<file path="src/rtl/alu_arbiter_pkg.sv">
// Shared definitions for the ALU arbiter slice: opcodes, FSM encoding and
// requester identifiers.
package alu_arbiter_pkg;

   // Bitwise opcodes; every legal opcode has op[3:2] == 2'b01.
   localparam logic [3:0] OP_AND = 4'b0100;
   localparam logic [3:0] OP_OR  = 4'b0101;
   localparam logic [3:0] OP_XOR = 4'b0110;
   localparam logic [3:0] OP_NOR = 4'b0111;

   // Two-bit FSM encoding; 2'b11 is unused and falls back to IDLE.
   typedef enum logic [1:0] {
      IDLE = 2'b00,
      EXEC = 2'b01,
      RESP = 2'b10
   } state_t;

   // Requester identifiers.
   localparam int PORT_ID_W = 1;
   typedef logic [PORT_ID_W-1:0] port_id_t;
   localparam port_id_t PORT0 = port_id_t'(0);
   localparam port_id_t PORT1 = port_id_t'(1);

   // The requester that was not just served gets priority next.
   function automatic port_id_t otherPort(input port_id_t id);
      return (id == PORT0) ? PORT1 : PORT0;
   endfunction

endpackage

</file>
<file path="src/rtl/alu_arbiter_if.sv">
// Request/response bundle between two requesters and the ALU arbiter.
interface alu_arbiter_if #(
   parameter int WIDTH = 32
) ();

   logic             req0_valid;
   logic             req0_ready;
   logic [WIDTH-1:0] req0_a;
   logic [WIDTH-1:0] req0_b;
   logic [3:0]       req0_op;
   logic             req1_valid;
   logic             req1_ready;
   logic [WIDTH-1:0] req1_a;
   logic [WIDTH-1:0] req1_b;
   logic [3:0]       req1_op;

   logic             rsp0_valid;
   logic             rsp0_ready;
   logic [WIDTH-1:0] rsp0_result;
   logic             rsp0_err;
   logic             rsp1_valid;
   logic             rsp1_ready;
   logic [WIDTH-1:0] rsp1_result;
   logic             rsp1_err;

   // Requester side: issues operations and consumes results.
   modport master (
      output req0_valid, req0_a, req0_b, req0_op,
      output req1_valid, req1_a, req1_b, req1_op,
      input  req0_ready, req1_ready,
      input  rsp0_valid, rsp0_result, rsp0_err,
      input  rsp1_valid, rsp1_result, rsp1_err,
      output rsp0_ready, rsp1_ready
   );

   // Arbiter side: accepts operations and presents results.
   modport slave (
      input  req0_valid, req0_a, req0_b, req0_op,
      input  req1_valid, req1_a, req1_b, req1_op,
      output req0_ready, req1_ready,
      output rsp0_valid, rsp0_result, rsp0_err,
      output rsp1_valid, rsp1_result, rsp1_err,
      input  rsp0_ready, rsp1_ready
   );

endinterface

</file>
<file path="src/rtl/alu_logic_unit.sv">
// Shared combinational bitwise unit; non-logic opcodes yield zero plus err.
module alu_logic_unit
   import alu_arbiter_pkg::*;
#(
   parameter int WIDTH = 32
) (
   input  logic [WIDTH-1:0] a_i,
   input  logic [WIDTH-1:0] b_i,
   input  logic [3:0]       op_i,
   output logic [WIDTH-1:0] result_o,
   output logic             err_o
);

   // Decode the opcode; anything outside the logic class is an error.
   always_comb begin
      result_o = '0;
      err_o    = 1'b1;
      case (op_i)
         OP_AND: begin
            result_o = a_i & b_i;
            err_o    = 1'b0;
         end
         OP_OR: begin
            result_o = a_i | b_i;
            err_o    = 1'b0;
         end
         OP_XOR: begin
            result_o = a_i ^ b_i;
            err_o    = 1'b0;
         end
         OP_NOR: begin
            result_o = ~(a_i | b_i);
            err_o    = 1'b0;
         end
         default: begin
            result_o = '0;
            err_o    = 1'b1;
         end
      endcase
   end

endmodule

</file>
<file path="src/rtl/alu_arbiter.sv">
// Two-requester round-robin front end for one shared bitwise logic unit.
// A request handshaken in cycle N is latched at the end of that cycle,
// executes in cycle N+1 and its result is presented from cycle N+2 until
// the owning requester takes it.
module alu_arbiter
   import alu_arbiter_pkg::*;
#(
   parameter int WIDTH = 32
) (
   input  logic         clk,
   input  logic         rst_n,
   alu_arbiter_if.slave bus,
   output logic         busy
);

   state_t           state_q, state_d;
   port_id_t         prio_q, prio_d;
   port_id_t         grant_q, grant_d;
   port_id_t         grantSel;
   logic [WIDTH-1:0] a_q, a_d;
   logic [WIDTH-1:0] b_q, b_d;
   logic [3:0]       op_q, op_d;
   logic [WIDTH-1:0] result_q, result_d;
   logic             err_q, err_d;
   logic             accept;
   logic [WIDTH-1:0] selA;
   logic [WIDTH-1:0] selB;
   logic [3:0]       selOp;
   logic             rspReadySel;
   logic [WIDTH-1:0] aluResult;
   logic             aluErr;

   // A lone requester wins outright; under contention the prio port wins.
   always_comb begin
      grantSel = prio_q;
      if (bus.req0_valid && !bus.req1_valid) begin
         grantSel = PORT0;
      end else if (bus.req1_valid && !bus.req0_valid) begin
         grantSel = PORT1;
      end
   end

   // Ready is offered only in IDLE, out of reset, to the granted requester.
   always_comb begin
      bus.req0_ready = 1'b0;
      bus.req1_ready = 1'b0;
      if ((state_q == IDLE) && rst_n) begin
         bus.req0_ready = bus.req0_valid && (grantSel == PORT0);
         bus.req1_ready = bus.req1_valid && (grantSel == PORT1);
      end
   end

   // Steer the granted requester's operation toward the latch.
   always_comb begin
      accept      = bus.req0_ready || bus.req1_ready;
      selA        = (grantSel == PORT1) ? bus.req1_a  : bus.req0_a;
      selB        = (grantSel == PORT1) ? bus.req1_b  : bus.req0_b;
      selOp       = (grantSel == PORT1) ? bus.req1_op : bus.req0_op;
      rspReadySel = (grant_q == PORT1) ? bus.rsp1_ready : bus.rsp0_ready;
   end

   alu_logic_unit #(
      .WIDTH (WIDTH)
   ) u_logic (
      .a_i      (a_q),
      .b_i      (b_q),
      .op_i     (op_q),
      .result_o (aluResult),
      .err_o    (aluErr)
   );

   // Next-state logic: latch on accept, register the result in EXEC, and
   // hand priority to the other port once the response is taken.
   always_comb begin
      state_d  = state_q;
      prio_d   = prio_q;
      grant_d  = grant_q;
      a_d      = a_q;
      b_d      = b_q;
      op_d     = op_q;
      result_d = result_q;
      err_d    = err_q;
      case (state_q)
         IDLE: begin
            if (accept) begin
               grant_d = grantSel;
               a_d     = selA;
               b_d     = selB;
               op_d    = selOp;
               state_d = EXEC;
            end
         end
         EXEC: begin
            result_d = aluResult;
            err_d    = aluErr;
            state_d  = RESP;
         end
         RESP: begin
            if (rspReadySel) begin
               prio_d  = otherPort(grant_q);
               state_d = IDLE;
            end
         end
         default: begin
            state_d = IDLE;
         end
      endcase
   end

   // State and datapath registers; reset drops any in-flight transaction.
   always_ff @(posedge clk) begin
      if (!rst_n) begin
         state_q  <= IDLE;
         prio_q   <= PORT0;
         grant_q  <= PORT0;
         a_q      <= '0;
         b_q      <= '0;
         op_q     <= '0;
         result_q <= '0;
         err_q    <= 1'b0;
      end else begin
         state_q  <= state_d;
         prio_q   <= prio_d;
         grant_q  <= grant_d;
         a_q      <= a_d;
         b_q      <= b_d;
         op_q     <= op_d;
         result_q <= result_d;
         err_q    <= err_d;
      end
   end

   // Present the held result only toward the port that owns it.
   always_comb begin
      bus.rsp0_valid  = (state_q == RESP) && (grant_q == PORT0);
      bus.rsp1_valid  = (state_q == RESP) && (grant_q == PORT1);
      bus.rsp0_result = result_q;
      bus.rsp1_result = result_q;
      bus.rsp0_err    = err_q;
      bus.rsp1_err    = err_q;
      busy            = (state_q != IDLE);
   end

endmodule

</file>
<file path="src/flat_wrapper.sv">
// flat-port wrapper written by rule: the top's interface ports become plain ports
module alu_arbiter_flat import alu_arbiter_pkg::*;
#(
   parameter int WIDTH = 32
)
  (clk, rst_n, busy, bus_req0_valid, bus_req0_a, bus_req0_b, bus_req0_op, bus_req1_valid, bus_req1_a, bus_req1_b, bus_req1_op, bus_req0_ready, bus_req1_ready, bus_rsp0_valid, bus_rsp0_result, bus_rsp0_err, bus_rsp1_valid, bus_rsp1_result, bus_rsp1_err, bus_rsp0_ready, bus_rsp1_ready);
  alu_arbiter_if #(.WIDTH(WIDTH)) bus_i ();
  input  logic clk;
  input  logic rst_n;
  output logic busy;
  input wire logic [$bits(bus_i.req0_valid)-1:0] bus_req0_valid;
  input wire logic [$bits(bus_i.req0_a)-1:0] bus_req0_a;
  input wire logic [$bits(bus_i.req0_b)-1:0] bus_req0_b;
  input wire logic [$bits(bus_i.req0_op)-1:0] bus_req0_op;
  input wire logic [$bits(bus_i.req1_valid)-1:0] bus_req1_valid;
  input wire logic [$bits(bus_i.req1_a)-1:0] bus_req1_a;
  input wire logic [$bits(bus_i.req1_b)-1:0] bus_req1_b;
  input wire logic [$bits(bus_i.req1_op)-1:0] bus_req1_op;
  output wire logic [$bits(bus_i.req0_ready)-1:0] bus_req0_ready;
  output wire logic [$bits(bus_i.req1_ready)-1:0] bus_req1_ready;
  output wire logic [$bits(bus_i.rsp0_valid)-1:0] bus_rsp0_valid;
  output wire logic [$bits(bus_i.rsp0_result)-1:0] bus_rsp0_result;
  output wire logic [$bits(bus_i.rsp0_err)-1:0] bus_rsp0_err;
  output wire logic [$bits(bus_i.rsp1_valid)-1:0] bus_rsp1_valid;
  output wire logic [$bits(bus_i.rsp1_result)-1:0] bus_rsp1_result;
  output wire logic [$bits(bus_i.rsp1_err)-1:0] bus_rsp1_err;
  input wire logic [$bits(bus_i.rsp0_ready)-1:0] bus_rsp0_ready;
  input wire logic [$bits(bus_i.rsp1_ready)-1:0] bus_rsp1_ready;
  assign bus_i.req0_valid = bus_req0_valid;
  assign bus_i.req0_a = bus_req0_a;
  assign bus_i.req0_b = bus_req0_b;
  assign bus_i.req0_op = bus_req0_op;
  assign bus_i.req1_valid = bus_req1_valid;
  assign bus_i.req1_a = bus_req1_a;
  assign bus_i.req1_b = bus_req1_b;
  assign bus_i.req1_op = bus_req1_op;
  assign bus_req0_ready = bus_i.req0_ready;
  assign bus_req1_ready = bus_i.req1_ready;
  assign bus_rsp0_valid = bus_i.rsp0_valid;
  assign bus_rsp0_result = bus_i.rsp0_result;
  assign bus_rsp0_err = bus_i.rsp0_err;
  assign bus_rsp1_valid = bus_i.rsp1_valid;
  assign bus_rsp1_result = bus_i.rsp1_result;
  assign bus_rsp1_err = bus_i.rsp1_err;
  assign bus_i.rsp0_ready = bus_rsp0_ready;
  assign bus_i.rsp1_ready = bus_rsp1_ready;
  alu_arbiter #(.WIDTH(WIDTH)) u_core (.clk(clk), .rst_n(rst_n), .bus(bus_i), .busy(busy));
endmodule
</file>
<file path="config.mk">
export PLATFORM = sky130hd
export DESIGN_NAME = alu_arbiter_flat
export DESIGN_NICKNAME = d
export VERILOG_FILES = /design/src/rtl/alu_arbiter_pkg.sv /design/src/rtl/alu_arbiter_if.sv /design/src/rtl/alu_logic_unit.sv /design/src/rtl/alu_arbiter.sv /design/src/flat_wrapper.sv
export SDC_FILE = /design/constraint.sdc
export NUM_CORES = 1
export LEC_CHECK = 0
export CAP_MARGIN = 30
export CORE_MARGIN = 1
export CORE_UTILIZATION = 50
export DETAILED_ROUTE_END_ITERATION = 7
export GPL_ROUTABILITY_DRIVEN = 0
export PLACE_DENSITY = 0.87
export RECOVER_POWER = 50
export SLEW_MARGIN = 20
export SYNTH_ARGS = -nofsm -noshare
export SYNTH_HDL_FRONTEND = slang
export SYNTH_SLANG_ARGS = --single-unit
export TNS_END_PERCENT = 5
</file>
<file path="constraint.sdc">
create_clock -name clk -period 4.1 [get_ports clk]
set_input_delay 0.615 -clock clk [delete_from_list [all_inputs] [get_ports clk]]
set_output_delay 0.615 -clock clk [all_outputs]
set_load 0.005 [all_outputs]
</file>
## After elaboration in Yosys (flattened, before gate mapping)

Index checks and enable logic that the tools add are counted.

- Register bits: 105
- Input bits: 142
- Output and inout bits: 71

- Eq/ne operators: 8
- Multiplexer cells: 14
- Bitwise logic cells: 6
- Reduce and logical (&&, ||, !) cells: 16

Operator list:

| kind | count |
|---|---|
| 32-bit one-hot mux with 4 select lines | 1 |
| 32-bit 2-to-1 mux | 2 |
| 32-bit bitwise AND | 1 |
| 32-bit inverter | 1 |
| 32-bit bitwise OR | 1 |
| 32-bit XOR | 1 |
| 4-bit by 3-bit == test with 1-bit output, second input constant | 4 |
| 1-bit logical AND | 7 |
| 1-bit 2-to-1 mux | 7 |
| 2-bit one-hot mux with 3 select lines | 1 |
| 2-bit AND reduction | 3 |
| 2-bit 2-to-1 mux | 2 |
| 4-bit 2-to-1 mux | 1 |
| 2-bit by 1-bit inequality test with 1-bit output, second input constant | 2 |
| 4-bit OR reduction | 1 |
| 2-bit by 1-bit == test with 1-bit output, second input constant | 1 |
| 2-bit == test, second input constant | 1 |
| 1-bit logical NOT | 2 |
| 2-bit logical NOT | 1 |
| 1-bit inverter | 2 |
| 2-bit nonzero test | 1 |
| 1-bit logical OR | 1 |

## Depth between registers and ports, before layout

Gate-level depths: netlist of run 1.

- Word-level depth: 10
- Mapped depth: 6
- Mapped depth without buffers: 6

## Modules after synthesis

A second synthesis of run 1 with hierarchy kept.

- Cell total of the unflattened synthesis: 825
- Area, all modules: 6,396.1 µm²

By module, submodules not included:

| module | instances | cells an instance | area an instance (µm²) | sequential area each (µm²) |
|---|---|---|---|---|
| alu_arbiter | 1 | 584 | 4,431.8 | 2,102.0 |
| alu_logic_unit | 1 | 241 | 1,964.4 | 0.0 |

## Worst setup path before layout of run 1

OpenSTA, ideal clock, no wires.

- Kind: in2out
- Start: input port bus_req0_valid
- End: output port bus_req0_ready
- Arrival time: 1.151 ns
- Required time: 3.485 ns
- Path slack: 2.334 ns
- Stages on the path: 2
- Buffers on the path: 0
- Path through: inv_1 > a2111oi_0

- Cells in the longest elaborated chain, start to end: 7
- Elaborated cells between the ends (all ways): 8
- Classes of those cells: mux: 3; bitwise: 1; reduce/logical: 4

Ends and longest elaborated chain:

| item | line | text |
|---|---|---|
| start, declared | flat_wrapper.sv:11 | `input wire logic [$bits(bus_i.req0_valid)-1:0] bus_req0_valid;` |
| 1-bit logical NOT | alu_arbiter.sv:38 | `end else if (bus.req1_valid && !bus.req0_valid) begin` |
| 1-bit logical AND | alu_arbiter.sv:38 |  |
| 1-bit 2-to-1 mux | alu_arbiter.sv:38 |  |
| 1-bit 2-to-1 mux | alu_arbiter.sv:36 | `if (bus.req0_valid && !bus.req1_valid) begin` |
| 1-bit inverter | alu_arbiter.sv:48 | `bus.req0_ready = bus.req0_valid && (grantSel == PORT0);` |
| 1-bit logical AND * | alu_arbiter.sv:48 |  |
| 1-bit 2-to-1 mux * | alu_arbiter.sv:47 | `if ((state_q == IDLE) && rst_n) begin` |
| end, declared | flat_wrapper.sv:19 | `output wire logic [$bits(bus_i.req0_ready)-1:0] bus_req0_ready;` |

Mark *: on every way between the ends. The rest lies on a longest branch, timed or not.

## Worst setup path in the final report of run 1

Ends and elaborated chain as after synthesis.

==> metrics.csv, run 1 <==
metric;value;unit
number of max-cap violations;0;
Synth area leader;dfxtp_1;
Final ANT Viol Nets;0;
Min-Delay Path Class;reg -> reg;
number of synthesized flops with an enable pin;0;
number of hold buffers added after cts;0;
share of layout cells above drive strength 1;2.89;%
Worst Setup End Kind;output pin;
Synthesized Nets;996;
CTS tree;done;
Critical Path Max Stage Delay;0.61;ns
adder-cell area share of the yosys netlist;13.1;%
Crit path arrival time;2.36;ns
register bit total from synthesis;105;
Power Total;2.63;mW
Final Util;69.6;%
chip height;114;um
Yosys top cell area share;33.5;%
complex-gate fraction of the synthesized area;23.2;%
Simple-Gate Fraction of Synth Area;10.9;%
DRT Wirelength;15500;um
Ys Warns;0;
Worst-Margin Slew;1.29;ns
Fill cells;991;
post-synthesis mux area share;6.21;%
Initial Util;51.9;%
drt first-iter violations;348;
die area;13000;um2
ys async rst share;0;%
CP max FO;5;
drt pass-1 iters;4;
relative slew slack;14.1;%
Fin. Hold Viols;0;
post-CTS setup buffer count;0;
largest cells by area after synthesis;dfxtp_1, ha_1, nand2_1;
total negative slack;0;ns
crit start category;primary input;
Remaining DRCs;0;
slowest stage cell, crit path;clkdlybuf4s50_1;
cts repair resizes;0;
fmax;337;MHz
# clock sinks;105;
Yosys cell types;28;
Tcrit/Tclk final;72.4;%
core area;12100;um2
grt ovf;0;
Root Buffer;clkbuf_16;
Cell Rows;40;
Final setup viols;0;
Max Transition Viols Final;0;
Ant. Diodes;0;
IO Port Bufs;212;
CTS H-tree depth;3;
crit-path cells;dlygate4sd3_1, inv_1, a2111oi_0, clkdlybuf4s50_1;
Post-synth top flop;dfxtp_1;
min Tclk post-route;2.97;ns
worst vdd ir;0.000270;V
detailed placement HPWL;10700;um
required time of the worst setup path;3.48;ns
largest net degree at the start of global routing;92;
GRT Util Overall;24.9;%
# IOs;213;
RSZ-0062 raised after global routing;no;
Max Root-Sink Buffers;2;
Layout Skew;0.00534;ns
XOR/XNOR Fraction of Synth Area;0;%
main combinational cell family by area after synthesis;compound AO/OA/AOI/OAI gates;
clock latency on the worst-skew pair;0.35;ns
post-synthesis sequential area ratio;33.5;%
CTS Buf Count;9;
status;completed;
vias per std cell;5.31;
WL/cell;14.1;um
kind of critical path;in -> out;
Syn Inst Count;790;
clock-pin slew on the worst setup and hold paths;0.06;ns
final net count;1136;
Post-Syn Area per Cell;7.95;um2
Pwr per Cell Area;312;nW/um2
antenna violations before repair;0;
vias in the first global route;5579;
Area Overhead vs Synth;34.1;%
first-pass GRT wire length;25800;um
routed vias;5851;
Static Leak;3.59;nW
synthesized cell area;6280;um2
die width;114;um
[worst paths after layout]
| path | start | end | slack (ns) | depth (start not counted) |
|---|---|---|---|---|
| hold reg to reg | u_core.bus.rsp0_result[13]$_SDFFE_PN0N_ | u_core.bus.rsp0_result[13]$_SDFFE_PN0N_ | 0.50 | 1 |
| hold / removal | u_core.bus.rsp0_result[13]$_SDFFE_PN0N_ | u_core.bus.rsp0_result[13]$_SDFFE_PN0N_ | 0.50 | 1 |
| setup / recovery | bus_req0_valid | bus_req0_ready | 1.13 | 4 |
| setup reg to reg | u_core.state_q[0]$_SDFFE_PN0P_ | u_core.bus.rsp0_result[16]$_SDFFE_PN0N_ | 1.99 | 4 |
[synthesized netlist by cell type (2+ instances only)]
master	instances
mux2i_1	39
nor2b_1	4
o22ai_1	32
clkbuf_1	35
nand2_1	163
buf_4	34
maj3_1	2
inv_1	74
o21ai_0	35
a22o_1	32
a21oi_1	4
dfxtp_1	105
nor2_1	5
o21ai_1	61
buf_6	7
buf_2	16
a31oi_1	68
ha_1	64
[metal layers]
| metal | share of wire, % | vias up | track usage (%) |
|---|---|---|---|
| met2 | 49 | 178 | 44.0 |
| met3 | 5.6 | 26 | 4.92 |
| met4 | 2.3 | 0 | 10.5 |
| li1 | - | 2960 | - |
| met1 | 43 | 2687 | 29.4 |
| met5 | 0 | - | 0 |
[worst max-delay path: cells and delay by family]
family                 cells  cell delay [ns]
buffers and inverters      3             1.28
AOI/OAI and AO/OA          1             0.46
[area by class of cell]
| class | count | area, um2 | share of cell area, % |
|---|---|---|---|
| Inverter | 75 | 282 | 3.34 |
| Clock buffer | 14 | 264 | 3.13 |
| Multi-Input combinational cell | 518 | 3360 | 39.9 |
| Sequential cell | 105 | 2110 | 25.0 |
| Timing Repair Buffer | 221 | 2200 | 26.1 |
| Tap cell | 168 | 210 | 2.49 |
[state kept, by name, summed over array words and instances, names as in the netlist]
| register | cells |
|---|---|
| u_core.a_q | 32 |
| u_core.b_q | 32 |
| u_core.bus.rsp0_err | 1 |
| u_core.bus.rsp0_result | 32 |
| u_core.grant_q | 1 |
| u_core.op_q | 4 |
| u_core.prio_q | 1 |
| u_core.state_q | 2 |
[cells in the final DEF, fill, tap and decap left out]
cell / netlist / layout
o21a_1: 1 / 1
nor3_1: 1 / 1
buf_4: 34 / 7
nand2_1: 163 / 163
ha_1: 64 / 64
clkbuf_2: 0 / 1
dfxtp_1: 105 / 104
a22o_1: 32 / 32
o22ai_1: 32 / 32
mux2i_1: 39 / 39
o21ai_1: 61 / 61
clkbuf_1: 35 / 4
clkdlybuf4s50_1: 0 / 143
dlygate4sd3_1: 0 / 68
dfxtp_4: 0 / 1
a2111oi_0: 1 / 1
buf_16: 0 / 1
and3_1: 1 / 1
or2_2: 1 / 1
maj3_2: 0 / 2
inv_1: 74 / 74
and2_1: 1 / 1
o21ai_0: 35 / 35
a21oi_1: 4 / 4
nand2b_1: 1 / 1
nor2b_1: 4 / 4
nor2_1: 5 / 4
a211oi_1: 1 / 1
clkbuf_16: 0 / 9
clkbuf_8: 0 / 2
a2111oi_4: 1 / 1
inv_2: 1 / 1
a31oi_1: 68 / 68
nor2_4: 0 / 1
[cells by family after synthesis]
| group | count (synthesis) |
|---|---|
| fa+ha+maj | 66 |
| compound gates | 236 |
| buf+inv | 167 |
| flops | 105 |
| mux | 39 |
| simple gates | 177 |
[metrics by stage]
step / setup WS, ns / hold WS (ns) / cells / area (um2)
floorplan: 2.33 / 0.489 / 790 / 6280
global placement: 1.31 / 0.484 / 1086 / 8140
detailed placement: 1.21 / 0.494 / 1086 / 8140
CTS: 1.20 / 0.509 / 1100 / 8400
global route: 1.03 / 0.507 / 1101 / 8430
finish: 1.13 / 0.497 / 1101 / 8430
[power by group]
part / switching (mW) / internal [mW]
combinational: 0.336 / 0.329
clock: 0.358 / 0.439
sequential: 0.0755 / 1.09
Note: power is estimated with default switching activity, not from simulation.
==> run 2: changes to the inputs <==
Settings changed: CORE_UTILIZATION 50 to 46, PLACE_DENSITY 0.87 to 0.81.
Clock period 4.1 ns to 2.85 ns, I/O delays scaled along.
==> metrics.csv, run 2 (synthesis results as in run 1) <==
metric;value;unit;change
cts repair resizes;0;;unchanged
final net count;1137;;+0.088%
die width;119;um;+4.2%
grt ovf;0;;unchanged
commonest non-fill, non-tap cells in the layout;nand2_1, clkdlybuf4s50_1, dfxtp_1, inv_1, a31oi_1;;
Final setup viols;0;;unchanged
Crit path arrival time;2.80;ns;+0.44 ns
Layout Skew;0.00496;ns;-0.000382 ns
post-placement cell area;8230;um2;+1.1%
required time of the worst setup path;3.11;ns;-0.37 ns
core area;13300;um2;+9.8%
Min-Delay Path Class;in -> reg;;
Area Overhead vs Synth;34.8;%;
DRT Wirelength;16000;um;+2.8%
Root Buffer;clkbuf_16;;
clock-pin slew on the worst setup and hold paths;0.06;ns;about the same
Ant. Diodes;0;;unchanged
buffers plus inverters on the worst setup path;3;;unchanged
vias per std cell;5.30;;-0.21%
crit-path cells;dlygate4sd3_1, inv_1, a2111oi_1, buf_12, o21ai_1, a31oi_1;;
clock latency on the worst-skew pair;0.34;ns;about the same
fmax;393;MHz;
drt first-iter violations;288;;-17%
Initial Util;47.3;%;-4.6 points
cells on worst reg2reg path;4;;unchanged
min Tclk post-route;2.54;ns;
# clock sinks;105;;unchanged
CP max FO;80;;+75
Hold Path Depth;3;;+2
drt pass-1 iters;5;;+1
antenna violations before repair;0;;unchanged
largest net degree at the start of global routing;81;;-12%
WHS Endpoint;u_core.state_q[1]$_SDFFE_PN0P_;;
chip height;119;um;+4.2%
relative slew slack;26.2;%;+12 points
detailed placement HPWL;11100;um;+4.1%
Largest delay share family, worst path;compound AO/OA/AOI/OAI gates;;
Cell Rows;42;;+5.0%
Fin. Hold Viols;0;;unchanged
Max Root-Sink Buffers;2;;unchanged
number of max-cap violations;0;;unchanged
total negative slack;0;ns;unchanged
Reg-to-Reg End;u_core.a_q[12]$_SDFFE_PN0P_;;
worst vdd ir;0.000293;V;+8.5%
slowest stage cell, crit path;a2111oi_1;;
# IOs;213;;unchanged
most common cell after layout, fill and taps aside;nand2_1;;
Pwr per Cell Area;449;nW/um2;+44%
CTS tree;done;;
Remaining DRCs;0;;unchanged
IO Port Bufs;212;;unchanged
share of layout cells above drive strength 1;2.89;%;-0.0062 points
GRT Util Overall;22.8;%;-2.1 points
CTS Buf Count;9;;unchanged
Final ANT Viol Nets;0;;unchanged
worst reg-to-reg setup slack;0.79;ns;-1.20 ns
status;completed;;
first-pass GRT wire length;25700;um;-0.16%
Tcrit/Tclk final;89.2;%;
kind of critical path;in -> reg;;
Max Transition Viols Final;0;;unchanged
die area;14100;um2;+8.5%
CTS H-tree depth;3;;unchanged
r2r startpoint;u_core.state_q[0]$_SDFFE_PN0P_;;
hold_sp;rst_n;;
Worst Setup End Kind;flop;;
Critical Path Max Stage Delay;1.00;ns;+0.39 ns
post-CTS setup buffer count;0;;unchanged
Finished Cell Area;8470;um2;+0.55%
crit start category;primary input;;
Worst-Margin Slew;1.10;ns;-0.185 ns
Static Leak;3.61;nW;+0.41%
RSZ-0062 raised after global routing;no;;
vias in the first global route;5258;;-5.8%
number of hold buffers added after cts;0;;unchanged
routed vias;5892;;+0.70%
WHS;0.399;ns;-0.0987 ns
WL/cell;14.4;um;+1.9%
run 2: cell types whose count changed in the layout (fill, tap and decap cells not counted):
cell,previous run,this run
a2111oi_1,0,1
a2111oi_4,1,0
buf_12,0,5
buf_16,1,0
buf_2,0,1
buf_4,7,4
clkbuf_1,4,5
clkbuf_2,1,0
clkdlybuf4s50_1,143,144
dlygate4sd3_1,68,67
o21ai_0,35,48
o21ai_1,61,48
run 2: worst reg2reg max path, cell delays in order, from the launching register on:
cell	delay [ns]
dfxtp_1	0.33
a2111oi_1	0.94
buf_12	0.38
o21ai_1	0.15
a31oi_1	0.19
run 2: worst max-delay path by stage:
| stage | start | endpoint | slack [ns] | cells after the start |
|---|---|---|---|---|
| final | bus_req0_valid | u_core.a_q[12]$_SDFFE_PN0P_ | 0.31 | 6 |
| after global routing | bus_req0_valid | u_core.a_q[2]$_SDFFE_PN0P_ | 0.19 | 6 |
| after CTS | bus_req0_valid | bus_req0_ready | 0.40 | 4 |
| after detailed placement | bus_req0_valid | bus_req0_ready | 0.40 | 4 |
| after global placement | bus_req0_valid | bus_req0_ready | 0.45 | 4 |
| after floorplan | bus_req0_valid | u_core.b_q[0]$_SDFFE_PN0P_ | 1.29 | 6 |
run 2: power breakdown:
| part | switching (mW) | leakage (nW) | internal (mW) |
|---|---|---|---|
| logic | 0.480 | 2.62 | 0.486 |
| registers | 0.110 | 0.861 | 1.57 |
| clock network | 0.515 | 0.130 | 0.638 |
run 2: layer usage:
layer | track usage, % | vias up | part of all wire, % | wire, um
met2 | 40.6 | 197 | 50 | 8060
met4 | 6.41 | 0 | 1.2 | 188
li1 | - | 2970 | - | -
met3 | 5.32 | 17 | 5.5 | 884
met1 | 27.2 | 2708 | 43 | 6850
met5 | 0 | - | 0 | 0
run 2: stage by stage:
stage	setup slack [ns]	power (mW)	utilization (%)	cells
global placement	0.449	2.65	61.9	1096
CTS	0.402	3.86	63.9	1111
finish	0.308	3.80	63.7	1111
global route	0.188	4.04	63.7	1111
detailed placement	0.403	2.70	61.9	1096
floorplan	1.29	2.32	-	790
run 2: final cells by class:
type,instances,area (um2)
fillers,1181,4820
inverters,75,282
flip-flops and latches,105,2110
repair buffers,222,2250
well taps,176,220
multi-input cells,518,3350
clock buffers,15,268
==> edit 1, RTL diff (config.mk and constraints of run 2) <==
`a_q` no longer has a reset.
--- a/src/rtl/alu_arbiter.sv
+++ b/src/rtl/alu_arbiter.sv
@@ -113,7 +113,6 @@
          state_q  <= IDLE;
          prio_q   <= PORT0;
          grant_q  <= PORT0;
-         a_q      <= '0;
          b_q      <= '0;
          op_q     <= '0;
          result_q <= '0;
@@ -122,12 +121,15 @@
          state_q  <= state_d;
          prio_q   <= prio_d;
          grant_q  <= grant_d;
-         a_q      <= a_d;
          b_q      <= b_d;
          op_q     <= op_d;
          result_q <= result_d;
          err_q    <= err_d;
       end
+   end
+
+   always_ff @(posedge clk) begin
+      a_q <= a_d;
    end
 
    // Present the held result only toward the port that owns it.
Function: no difference found for any inputs over 10 cycles, from zero or initial values and one cycle with rst_n low; that may be too few to reach the edited logic, so the function may still have changed.
==> edit 1 against run 2 <==
Cell area increased by 1.4%; sequential cell count is the same; count of clock-buffer cells in the layout fell by 1; cell count decreased by 2.6%; sequential power is 5% higher; combinational power is 5.9% lower; area after synthesis shrank 0.28%; non-clock buffer count increased by 1; worst setup slack better by 2.2 ps; critical endpoint is now bus_req0_ready; total power up 1.7%; routed wire length is 3.4% lower; clock skew is essentially flat; first-iteration DRC count rose by 0.35%.
==> edit 1: results (changes against run 2) <==
drt-met1-wl_um: 6630  # was 6850 µm
cp_max_fo: 6  # was 80
ys_warn_count: 0  # unchanged
cts-root-buf: "clkbuf_16"  # unchanged
synth_edf_count: 32  # was 0
port_buffers: 212  # unchanged
place_ws_ps: 431  # was 403 ps
wl_met3_um: 776  # was 884 µm
cts_buffer_depth: 2  # unchanged
cts_resized: 0  # unchanged
cts_setup_buffers: 0  # unchanged
clk_latency_ps: 350
cp_slowest_cell: "dlygate4sd3_1"  # was a2111oi_1
via_per_inst: 5.11  # was 5.30
synth.distinct_cells: 29  # was 28
async_flop_share_pct: 0  # unchanged
synthTopCellsByArea: "dfxtp_1 23%, edfxtp_1 15%, ha_1 13%"  # was dfxtp_1 33%, ha_1 13%, nand2_1 9.7%
insertedDiodeCount: 0  # unchanged
numCtsBuffers: 9  # unchanged
slowest_delay_ps: 580  # was 1000 ps
grt_max_degree: 62  # was 81
vias: 5532  # was 5892
synth_commonest_cells: "195 x nand2_1, 73 x dfxtp_1, 72 x inv_1, 64 x ha_1, 51 x o21ai_0"  # was 163 x nand2_1, 105 x dfxtp_1, 74 x inv_1, 68 x a31oi_1, 64 x ha_1
drt-pass1-iter-count: 4  # was 5
syn_inst: 748  # was 790
drt_iter0_drc: 289  # was 288
synth_nets: 954  # was 996
dpl.hpwl_um: 10900  # was 11100 µm
placed_area_mm2: 0.00832  # was 0.00823 mm²
grt_pass1_wl_um: 25000  # was 25700 µm
outcome: "completed"  # unchanged
drive_gt1_share_pct: 3.42  # was 2.89%
finalNetCount: 1107  # was 1137
post_drt_wl_per_cell_um: 14.3  # was 14.4 µm
power.leakage_nw: 3.79  # was 3.61 nW
grt_use_total_pct: 22.5  # was 22.8%
relSlewSlack_pct: 46.9  # was 26.2%
htree_num_levels: 3  # unchanged
highest_layer: "met4"  # unchanged
vdd_drop_max_mv: 0.341  # was 0.293 mV
ys_seq_area_share_pct: 38.7  # was 33.5%
hold_path_class: "flip-flop to flip-flop"  # was input pin to flip-flop
fin_skew_ps: 5.12  # was 4.96 ps
grt_pass1_vias: 5212  # was 5258
wl_met2_um: 7740  # was 8060 µm
arrival_ps: 2110  # was 2800 ps
==> edit 1: cell types whose count changed after synthesis, moves of 2 or more <==
cell	change
edfxtp_1	+32
buf_6	-7
buf_1	+4
inv_1	-2
o21ai_1	-48
dfxtp_1	-32
nand2_1	+32
buf_2	-7
o21ai_0	+16
a31oi_1	-32
inv_2	+2
==> edit 1: area by class of cell <==
type	instances	area (µm²)
Fill cell	1143	4650
Tap cell	176	220
Timing Repair Buffer	223	2250
Clock inverter	2	10.0
Clock buffer	14	275
Multi-Input combinational cell	487	3130
Inverter	75	282
Sequential cell	105	2430
==> edit 1: power breakdown <==
group          internal [W]  leakage [nW]  switching [W]  total (W)
registers           0.00166         0.899      0.0000971    0.00176
logic              0.000457          2.74       0.000451   0.000908
clock network      0.000668         0.142       0.000534    0.00120
total               0.00279          3.79        0.00108    0.00387
==> edit 1: layer usage <==
metal	vias up	GRT usage, %
met1	2535	26.7
li1	2819	-
met5	-	0
met2	158	40.7
met4	0	7.28
met3	20	4.10
==> edit 1: worst max-delay path: cells and delay by family <==
| family | cells | cell delay (ps) |
|---|---|---|
| buf+inv | 3 | 1280 |
| compound gates | 1 | 400 |
==> edit 1: worst paths after layout <==
path                                   from  cells past startpoint  slack, ps                         end
hold / removal    u_core.bus.rsp0_result[8]                      1        490   u_core.bus.rsp0_result[8]
hold reg to reg   u_core.bus.rsp0_result[8]                      1        490   u_core.bus.rsp0_result[8]
setup reg to reg          u_core.state_q[0]                      4        900  u_core.bus.rsp0_result[30]
setup / recovery             bus_req0_valid                      4        310              bus_req0_ready
==> edit 1: cell families after synthesis <==
| group | synth area share [%] |
|---|---|
| fa+ha+maj | 13.1 |
| buf+inv | 11.5 |
| simple gates | 12.9 |
| mux | 6.23 |
| compound gates | 17.7 |
| flops | 38.7 |
==> edit 2, RTL diff (flow settings as in run 2) <==
Made on the original files. `WIDTH` is set to 32 in 4 places; all go to 40.
--- a/src/rtl/alu_arbiter_if.sv
+++ b/src/rtl/alu_arbiter_if.sv
@@ -1,6 +1,6 @@
 // Request/response bundle between two requesters and the ALU arbiter.
 interface alu_arbiter_if #(
-   parameter int WIDTH = 32
+   parameter int WIDTH = 40
 ) ();
 
    logic             req0_valid;
--- a/src/rtl/alu_logic_unit.sv
+++ b/src/rtl/alu_logic_unit.sv
@@ -2,7 +2,7 @@
 module alu_logic_unit
    import alu_arbiter_pkg::*;
 #(
-   parameter int WIDTH = 32
+   parameter int WIDTH = 40
 ) (
    input  logic [WIDTH-1:0] a_i,
    input  logic [WIDTH-1:0] b_i,
--- a/src/rtl/alu_arbiter.sv
+++ b/src/rtl/alu_arbiter.sv
@@ -5,7 +5,7 @@
 module alu_arbiter
    import alu_arbiter_pkg::*;
 #(
-   parameter int WIDTH = 32
+   parameter int WIDTH = 40
 ) (
    input  logic         clk,
    input  logic         rst_n,
--- a/src/flat_wrapper.sv
+++ b/src/flat_wrapper.sv
@@ -1,7 +1,7 @@
 // flat-port wrapper written by rule: the top's interface ports become plain ports
 module alu_arbiter_flat import alu_arbiter_pkg::*;
 #(
-   parameter int WIDTH = 32
+   parameter int WIDTH = 40
 )
   (clk, rst_n, busy, bus_req0_valid, bus_req0_a, bus_req0_b, bus_req0_op, bus_req1_valid, bus_req1_a, bus_req1_b, bus_req1_op, bus_req0_ready, bus_req1_ready, bus_rsp0_valid, bus_rsp0_result, bus_rsp0_err, bus_rsp1_valid, bus_rsp1_result, bus_rsp1_err, bus_rsp0_ready, bus_rsp1_ready);
   alu_arbiter_if #(.WIDTH(WIDTH)) bus_i ();
Interface: changed (6 resized); port bits go from 213 to 261. The function was not compared with the original's and may differ.
==> edit 2 against run 2 <==
Non-clock buffer count up 49; synthesized cell count up 18%; core utilization up 2.0 points; sequential cell count up 24; area after synthesis up 22%; cell area up 25%; die area up 21%; sequential share of layout area down 0.37 points; worst setup slack worse by 53 ps; clock skew up 1.2 ps; total power up 39%; routed wire length up 33%; critical endpoint is now bus_req0_ready; largest cell class unchanged; highest routed layer unchanged.
==> edit 2: results (changes against run 2) <==
outcome: "completed"  # unchanged
arrival_ps: 2170  # was 2800 ps
drive_gt1_share_pct: 4.38  # was 2.89%
grt_use_total_pct: 25.3  # was 22.8%
htree_num_levels: 4  # was 3
finalNetCount: 1362  # was 1137
numCtsBuffers: 17  # was 9
synth_commonest_cells: "169 x nand2_1, 129 x dfxtp_1, 84 x a31oi_1, 84 x inv_1, 80 x ha_1"  # was 163 x nand2_1, 105 x dfxtp_1, 74 x inv_1, 68 x a31oi_1, 64 x ha_1
synthTopCellsByArea: "dfxtp_1 34%, ha_1 13%, nand2_1 8.3%"  # was dfxtp_1 33%, ha_1 13%, nand2_1 9.7%
drt_iter0_drc: 337  # was 288
vdd_drop_max_mv: 0.440  # was 0.293 mV
ys_seq_area_share_pct: 33.8  # was 33.5%
wl_um: 21200  # was 16000 µm
fin_skew_ps: 6.14  # was 4.96 ps
cts_buffer_depth: 2  # unchanged
holdWs_ps: 349  # was 399 ps
grt_pass1_wl_um: 33300  # was 25700 µm
vias: 6999  # was 5892
synth_nets: 1184  # was 996
grt_max_degree: 115  # was 81
power.leakage_nw: 4.57  # was 3.61 nW
grt_pass1_vias: 6734  # was 5258
clk_latency_ps: 420  # was 340 ps
worst_pin_slew_ps: 1010  # was 1100 ps
ys_warn_count: 0  # unchanged
synth.distinct_cells: 29  # was 28
port_buffers: 260  # was 212
-- edit 2: cell types whose count changed after synthesis, moves of 8 or more --
cell	delta
a22o_1	+8
clkbuf_1	+9
inv_1	+10
o22ai_1	+8
ha_1	+16
dfxtp_1	+24
o21ai_1	-36
a31oi_1	+16
o21ai_0	+26
xor2_1	+40
buf_4	+8
-- edit 2: metal layers --
| layer | wire [µm] | global-route usage [%] | vias to the layer above |
|---|---|---|---|
| li1 | - | - | 3497 |
| met1 | 9100 | 29.4 | 3270 |
| met2 | 10600 | 44.6 | 201 |
| met3 | 1040 | 5.21 | 31 |
| met4 | 479 | 11.2 | 0 |
| met5 | 0 | 0 | - |
-- edit 2: final cells by class --
class	count	area, µm²
multi-input combinational	604	4130
clock buffer	25	495
inverter	85	319
clock inverter	6	55.1
tap	216	270
fill	1300	5500
sequential	129	2590
timing repair buffer	271	2700
-- edit 2: kinds of logic (layout without fill, tap and decap cells) --
kind of cell,count (synthesis),in the layout,share of synthesized area [%]
multiplexers,41,41,5.37
XOR/XNOR,40,40,4.58
AND/OR/NAND/NOR,183,183,9.26
AO/OA/AOI/OAI,258,258,21.3
flip-flops,129,129,33.8
adder cells (fa/ha/maj),82,82,13.3
buffers and inverters,197,387,12.4
-- edit 2: power by group --
| group | internal (W) | switching [W] | leakage (nW) |
|---|---|---|---|
| combinational | 0.000567 | 0.000599 | 3.23 |
| sequential | 0.00194 | 0.000122 | 1.06 |
| clock | 0.00128 | 0.000771 | 0.277 |
| total | 0.00378 | 0.00149 | 4.57 |
-- edit 2: worst paths after layout --
| check | from | end | depth (start not counted) |
|---|---|---|---|
| worst max register to register | u_core.state_q[0] | u_core.a_q[27] | 4 |
| worst min-delay path | rst_n | u_core.state_q[1] | 3 |
| worst max-delay path | bus_req0_valid | bus_req0_ready | 4 |
| worst min register to register | u_core.bus.rsp0_result[7] | u_core.bus.rsp0_result[7] | 1 |
-- edit 2: through the flow --
stage / instances / area, µm² / power (W) / setup WS (ps) / util [%]
after global placement: 1305 / 10000 / 0.00321 / 401 / 62.4
after detailed placement: 1305 / 10000 / 0.00326 / 345 / 62.4
after global routing: 1336 / 10600 / 0.00555 / 150 / 65.8
after floorplan: 930 / 7650 / 0.00280 / 1290 / -
final: 1336 / 10600 / 0.00527 / 255 / 65.8
after CTS: 1336 / 10600 / 0.00532 / 337 / 65.9
-- edit 2: worst max-delay path, stage by stage --
cell	delay, ps
dlygate4sd3_1	580
inv_1	120
a2111oi_0	430
clkdlybuf4s50_1	610
